### config.mk
export PLATFORM = sky130hd
export DESIGN_NAME = vga_fb_arbiter
export DESIGN_NICKNAME = d
export VERILOG_FILES = /design/src/rtl/vga_fb_arbiter.sv
export SDC_FILE = /design/constraint.sdc
export NUM_CORES = 1
export LEC_CHECK = 0
export ABC_CLOCK_PERIOD_IN_PS = 3200
export CELL_PAD_IN_SITES_DETAIL_PLACEMENT = 0
export CELL_PAD_IN_SITES_GLOBAL_PLACEMENT = 1
export CORE_MARGIN = 1.5
export CORE_UTILIZATION = 32
export CTS_CLUSTER_SIZE = 30
export DETAILED_ROUTE_END_ITERATION = 10
export PLACE_DENSITY_LB_ADDON = 0.1
export SLEW_MARGIN = 30
export SYNTH_ARGS = -nofsm -noshare
export SYNTH_HDL_FRONTEND = slang
export SYNTH_SLANG_ARGS = --single-unit
### constraint.sdc
create_clock -name clk_in -period 3.2 [get_ports clk_in]
set_clock_uncertainty 0.15 [all_clocks]
set_input_delay 0.64 -clock clk_in [delete_from_list [all_inputs] [get_ports clk_in]]
set_output_delay 0.64 -clock clk_in [all_outputs]
set_load 0.005 [all_outputs]
### src/rtl/vga_fb_arbiter.sv
// Shares one single-port frame-buffer RAM between display scan-out (priority) and a host draw/readback port.
// Latency: grant is combinational, the RAM access is issued the next cycle, and read data returns 2 cycles after grant.
// Backpressure: a requester holds its request until granted; a saturating wait counter forces a host grant after MAX_WAIT denials.
module vga_fb_arbiter #(
    parameter int AW       = 15,
    parameter int DW       = 3,
    parameter int MAX_WAIT = 4
) (
    input  logic          clk_in,
    input  logic          reset_in,
    input  logic          disp_req,
    input  logic [AW-1:0] disp_addr,
    output logic          disp_gnt,
    output logic [DW-1:0] disp_rdata,
    output logic          disp_rvalid,
    input  logic          host_req,
    input  logic          host_we,
    input  logic [AW-1:0] host_addr,
    input  logic [DW-1:0] host_wdata,
    output logic          host_gnt,
    output logic [DW-1:0] host_rdata,
    output logic          host_rvalid,
    output logic          mem_en,
    output logic          mem_we,
    output logic [AW-1:0] mem_addr,
    output logic [DW-1:0] mem_wdata,
    input  logic [DW-1:0] mem_rdata
);

    typedef enum logic {
        OWN_DISP = 1'b0,
        OWN_HOST = 1'b1
    } owner_t;

    typedef struct packed {
        logic   vld;
        owner_t owner;
    } tag_t;

    localparam logic [3:0] MAX_WAIT_C = 4'(MAX_WAIT);

    logic [3:0] wait_cnt;
    logic       force_host;
    tag_t       s1;
    tag_t       s2;

    // Grants are held off while in reset so nothing is accepted that would be lost.
    always_comb begin
        force_host = host_req && (wait_cnt == MAX_WAIT_C);
        host_gnt   = reset_in && host_req && (!disp_req || force_host);
        disp_gnt   = reset_in && disp_req && !host_gnt;
    end

    always_ff @(posedge clk_in or negedge reset_in) begin
        if (!reset_in) begin
            wait_cnt <= '0;
        end else if (host_gnt || !host_req) begin
            wait_cnt <= '0;
        end else if (wait_cnt != MAX_WAIT_C) begin
            wait_cnt <= wait_cnt + 4'd1;
        end
    end

    // Display never writes, so its grants leave mem_wdata at its last value.
    always_ff @(posedge clk_in or negedge reset_in) begin
        if (!reset_in) begin
            mem_en    <= 1'b0;
            mem_we    <= 1'b0;
            mem_addr  <= '0;
            mem_wdata <= '0;
            s1        <= '0;
            s2        <= '0;
        end else begin
            s2 <= s1;
            if (host_gnt) begin
                mem_en    <= 1'b1;
                mem_we    <= host_we;
                mem_addr  <= host_addr;
                mem_wdata <= host_wdata;
                s1.vld    <= !host_we;
                s1.owner  <= OWN_HOST;
            end else if (disp_gnt) begin
                mem_en    <= 1'b1;
                mem_we    <= 1'b0;
                mem_addr  <= disp_addr;
                s1.vld    <= 1'b1;
                s1.owner  <= OWN_DISP;
            end else begin
                mem_en    <= 1'b0;
                mem_we    <= 1'b0;
                s1.vld    <= 1'b0;
            end
        end
    end

    assign disp_rvalid = s2.vld && (s2.owner == OWN_DISP);
    assign host_rvalid = s2.vld && (s2.owner == OWN_HOST);
    assign disp_rdata  = mem_rdata;
    assign host_rdata  = mem_rdata;

endmodule

* Yosys cells after proc, flatten, opt, wreduce, memory -nomap -nowiden *
Cells that the tools add are included.

storage, ports and cells
  register bits = 28
  input port bits = 41
  output and inout port bits = 30
  logic and storage cells = 37

cells by class
  add/sub/neg operators = 1
  eq/ne operators = 2
  muxes and demuxes = 9
  bitwise logic cells = 1
  reduce and logical (&&, ||, !) cells = 15

operators by type and width
  kind                                                                    number
  15-bit two-way mux                                                      2
  4-bit two-way mux                                                       2
  1-bit logical AND                                                       7
  4-bit by 1-bit adder with 4-bit output (second input constant)          1
  4-bit by 3-bit equality test with 1-bit output (second input constant)  1
  1-bit logical NOT                                                       4
  1-bit two-way mux                                                       4
  4-bit by 3-bit != test with 1-bit output (second input constant)        1
  2-bit nonzero test                                                      2
  1-bit logical OR                                                        2
  2-bit two-way mux                                                       1
  1-bit inverter                                                          1

* Logic depth before layout (Yosys ltp) *
  depth in word-level cells = 8
  depth in mapped cells = 6
  mapped depth without buffers = 5

* Worst setup path before layout *
No wires, ideal clock.

  kind = input -> output
  from = input port reset_in
  to = output port disp_gnt
  data arrival time = 1.367 ns
  required time = 2.410 ns
  setup slack = 1.043 ns
  cell stages on the path = 5
  path buffers = 2
  path through = buf_2 nand2_1 a21oi_4 buf_4 nor2_1

between the ends
  longest elaborated chain between the ends = 4
  elaborated cells between the ends (all ways) = 5
  those cells by class = reduce/logical (5)

RTL lines
  what                            line  source
  from (decl)                     10    input logic reset_in,
  1-bit logical AND (2 in a row)  50    host_gnt = reset_in && host_req && (!disp_req || force_host);
  via host_gnt                    20    output logic host_gnt,
  1-bit logical NOT               51    disp_gnt = reset_in && disp_req && !host_gnt;
  1-bit logical AND               51
  to (decl)                       13    output logic disp_gnt,

The timed path passes the listed nets, and every way through them passes these cells.

* Final worst setup path *
  from = register wait_cnt[0]
  to = output port host_gnt

between the ends
  longest elaborated chain between the ends = 4

RTL lines
  what                                            line  source
  from (decl)                                     42    logic [3:0] wait_cnt;
  from (signal assigned)                          60    wait_cnt <= wait_cnt + 4'd1;
  4-bit by 3-bit equality test with 1-bit output  49    force_host = host_req && (wait_cnt == MAX_WAIT_C);
  1-bit logical AND                               49
  1-bit logical OR                                50
  1-bit logical AND                               50
  to (decl)                                       20

No other way between the ends.

==> results.py <==
metrics = {
    "final_layout": {
        "fillers": 381,
        "final_cell_mix": "60 x sky130_fd_sc_hd__clkdlybuf4s50_1, 28 x sky130_fd_sc_hd__dfrtp_1, 15 x sky130_fd_sc_hd__o2111a_1, 15 x sky130_fd_sc_hd__a221o_1, 6 x sky130_fd_sc_hd__buf_4",
        "syn2layout_area_growth_pct": 48.3,
        "antennaDiodeCount": 0,
        "drive_above_1_share_pct": 10.8,
        "final_cell_area_sq_mm": 0.00200,
        "finalNetCount": 203,
        "most_common_cell_after_layout_fill_and_taps_aside": "sky130_fd_sc_hd__clkdlybuf4s50_1",
    },
    "placed_design": {
        "port-buffer-count": 61,
        "detailed_place_hpwl_mm": 2.49,
        "post_dp_cell_area_sq_mm": 0.00196,
        "globalplace.congestion": 0.661,
        "preCtsSetupSlack_ns": 0.444,
    },
    "setup_path": {
        "worstSetupEndpointType": "output pin",
        "critical_path_buf_inv_count": 2,
        "crit_path_max_incr_delay_ns": 0.52,
        "critPathTopFamily": "buffers and inverters",
        "worst_ep_required_time_ns": 2.41,
        "critPathLaunchType": "flop",
        "timing_worst_setup_path_type": "reg -> out",
        "crit_path_max_fo": 19,
        "arrival_ns": 2.00,
        "slowest_stage": "sky130_fd_sc_hd__clkdlybuf4s50_1",
        "crit_chain": "inv_1 -> ha_1 -> nand3b_4 -> a21oi_4 -> clkdlybuf4s50_1",
    },
    "pwr": {
        "power.density_cell_area_mw_per_mm2": 433,
        "design_power_total_mw": 0.868,
        "worst_ir_drop_vdd_mv": 0.266,
        "leakage_power_nw": 0.844,
    },
    "timing": {
        "hold_viol": 0,
        "fin_setup_tns_ns": 0,
        "min_period_ns": 2.79,
        "final-max-slew-violation-count": 0,
        "timing.slew.headroom_pct": 78.3,
        "timing.final.crit_share_pct": 87.3,
        "unrepaired_setup_endpoints_after_global_routing": "false",
        "timing_worst_slew_pin_value_ns": 0.325,
        "fmax_mhz": 358,
        "finalWorstSetupSlack_ns": 0.407,
        "final-setup-viol-count": 0,
    },
    "grt": {
        "globalRoute.busiestLayer": "met2",
        "grt_use_met2_pct": 27.7,
        "grt_pass1_wl_mm": 5.58,
        "gr-usage-met3_pct": 4.77,
        "grt.overflow.total": 0,
        "globalRouteMet1Util_pct": 20.5,
        "initial_antenna_violation_count": 0,
        "gr-usage-all-layers_pct": 16.3,
        "pin_count_of_the_biggest_net_entering_global_routing": 26,
        "first_global_vias": 1157,
    },
    "clock_tree": {
        "ctsHtreeMaxLevel": 1,
        "worst_setup_hold_path_clk_slew_ns": 0.09,
        "ctsResizeCount": 0,
        "tritoncts": "yes",
        "tritoncts_num_sinks": 28,
        "cts-root-buf": "sky130_fd_sc_hd__clkbuf_8",
        "cts_post_setup_buffers_inserted": 0,
        "cts_made_buffers": 3,
        "clockBufferDepth": 2,
        "insertion_delay_ns": 0.27,
        "holdBufCountCts": 0,
    },
    "logic_synthesis": {
        "count_of_yosys_warnings_during_synthesis": 0,
        "synth_async_sr_flop_share_pct": 100,
        "yosys_register_bits": 28,
        "synthCells": 103,
        "sequential_fraction_of_the_synthesis_area_pct": 51.9,
        "synth_cell_types": 25,
        "synthFlopType": "sky130_fd_sc_hd__dfrtp_1",
        "post_synth_instance_area_sq_mm": 0.00135,
        "synth-edff-count": 0,
        "synth.avg_cell_area_sq_um": 13.1,
        "net_count_synth": 146,
    },
    "routing": {
        "drt.antenna.violating_nets": 0,
        "wl_per_cell_um": 16.6,
        "drc": 0,
        "via_count": 1101,
        "drtIter0Drc": 43,
        "post_drt_via_cell_ratio": 5.29,
        "detailedRoute.firstPassIterationCount": 4,
        "route.final.wire_length_mm": 3.45,
    },
    "floorplan": {
        "std_cell_rows": 23,
        "dieArea_sq_mm": 0.00462,
        "core_sq_mm": 0.00403,
        "io_pins": 71,
        "die_x_um": 68.0,
        "vertical_die_dimension_um": 68.0,
        "initial_core_util_pct": 33.5,
    },
    "job": {
        "max_cap_violations": 0,
    },
    "run_status": {
        "outcome": "complete, no violations",
    },
    "hold_path": {
        "hold_class": "in -> async",
    },
}
-- cells in the mapped netlist (2+ instances only) --
library cell	count	share of area [%]
sky130_fd_sc_hd__buf_4	7	3.9
sky130_fd_sc_hd__inv_1	3	0.83
sky130_fd_sc_hd__a221o_1	15	11
sky130_fd_sc_hd__nand2_1	2	0.56
sky130_fd_sc_hd__buf_6	2	1.7
sky130_fd_sc_hd__mux2_2	3	2.5
sky130_fd_sc_hd__and2_1	2	0.93
sky130_fd_sc_hd__nor2_1	2	0.56
sky130_fd_sc_hd__xnor2_1	2	1.3
sky130_fd_sc_hd__dfrtp_1	28	52
sky130_fd_sc_hd__buf_2	3	1.1
sky130_fd_sc_hd__clkbuf_1	3	0.83
sky130_fd_sc_hd__ha_1	2	1.9
sky130_fd_sc_hd__nor3_1	3	1.1
sky130_fd_sc_hd__mux2i_1	2	1.5
sky130_fd_sc_hd__o2111a_1	15	12
-- path summary, 6_finish.rpt --
kind / end / depth (start not counted) / from / slack (ns)
max: host_gnt / 5 / wait_cnt[0]$_DFFE_PN0P_ / 0.41
min: mem_addr[8]$_DFFE_PN0P_ / 2 / reset_in / 0.21
max reg2reg: mem_wdata[2]$_DFFE_PN0P_ / 6 / wait_cnt[0]$_DFFE_PN0P_ / 1.04
min reg2reg: s2[1]$_DFF_PN0_ / 0 / s1[1]$_DFF_PN0_ / 0.21
max in group asynchronous: mem_addr[1]$_DFFE_PN0P_ / 2 / reset_in / 2.47
min in group clk_in: s2[1]$_DFF_PN0_ / 0 / s1[1]$_DFF_PN0_ / 0.21
-- sequential cells by signal, summed over array words and instances (netlist names) --
register,count
mem_addr,15
mem_en,1
mem_wdata,3
mem_we,1
s1,2
s2,2
wait_cnt,4
-- cell type report --
type                            count  area, sq um  area share (%)
Timing Repair Buffer               67          651            32.5
Clock buffer                        3         41.3            2.06
Sequential cell                    28          701            35.0
Inverter                            4         15.0           0.749
Multi-Input combinational cell     56          534            26.7
Tap cell                           50         62.6            3.12
-- where the power goes --
part / internal [mW] / total, mW / switching, mW / leakage, nW
Combinational: 0.160 / 0.248 / 0.0875 / 0.472
Clock: 0.0845 / 0.190 / 0.105 / 0.0216
Sequential: 0.401 / 0.431 / 0.0301 / 0.351
-- layer usage --
metal,wire length [um],vias up
li1,-,509
met1,1510,550
met2,1700,35
met3,216,7
met4,26,0
met5,0,-
-- worst register-to-register path, delay by kind of cell, from the launching register on --
kind | cells | cell delay (ns)
adders and majority gates | 1 | 0.21
buffers and inverters | 2 | 0.38
DFF | 1 | 0.43
and+or+nand+nor | 1 | 0.25
muxes | 1 | 0.38
AOI/OAI and AO/OA | 1 | 0.25
-- through the flow --
step / hold slack (ns) / util [%] / std cells
after floorplan: 0.181 / - / 103
after global placement: 0.189 / 48.7 / 205
after detailed placement: 0.188 / 48.7 / 205
after CTS: 0.210 / 49.8 / 208
after global routing: 0.214 / 49.8 / 208
final: 0.211 / 49.8 / 208
-- cell families after synthesis --
family	count (synthesis)	share of synthesized area [%]
adders and majority gates	2	1.85
muxes	5	3.98
and+or+nand+nor	12	5.46
DFF	28	51.9
xor gates and xnor gates	2	1.30
buffers and inverters	19	8.61
AOI/OAI and AO/OA	35	26.9
(Power assumes the default switching activity.)
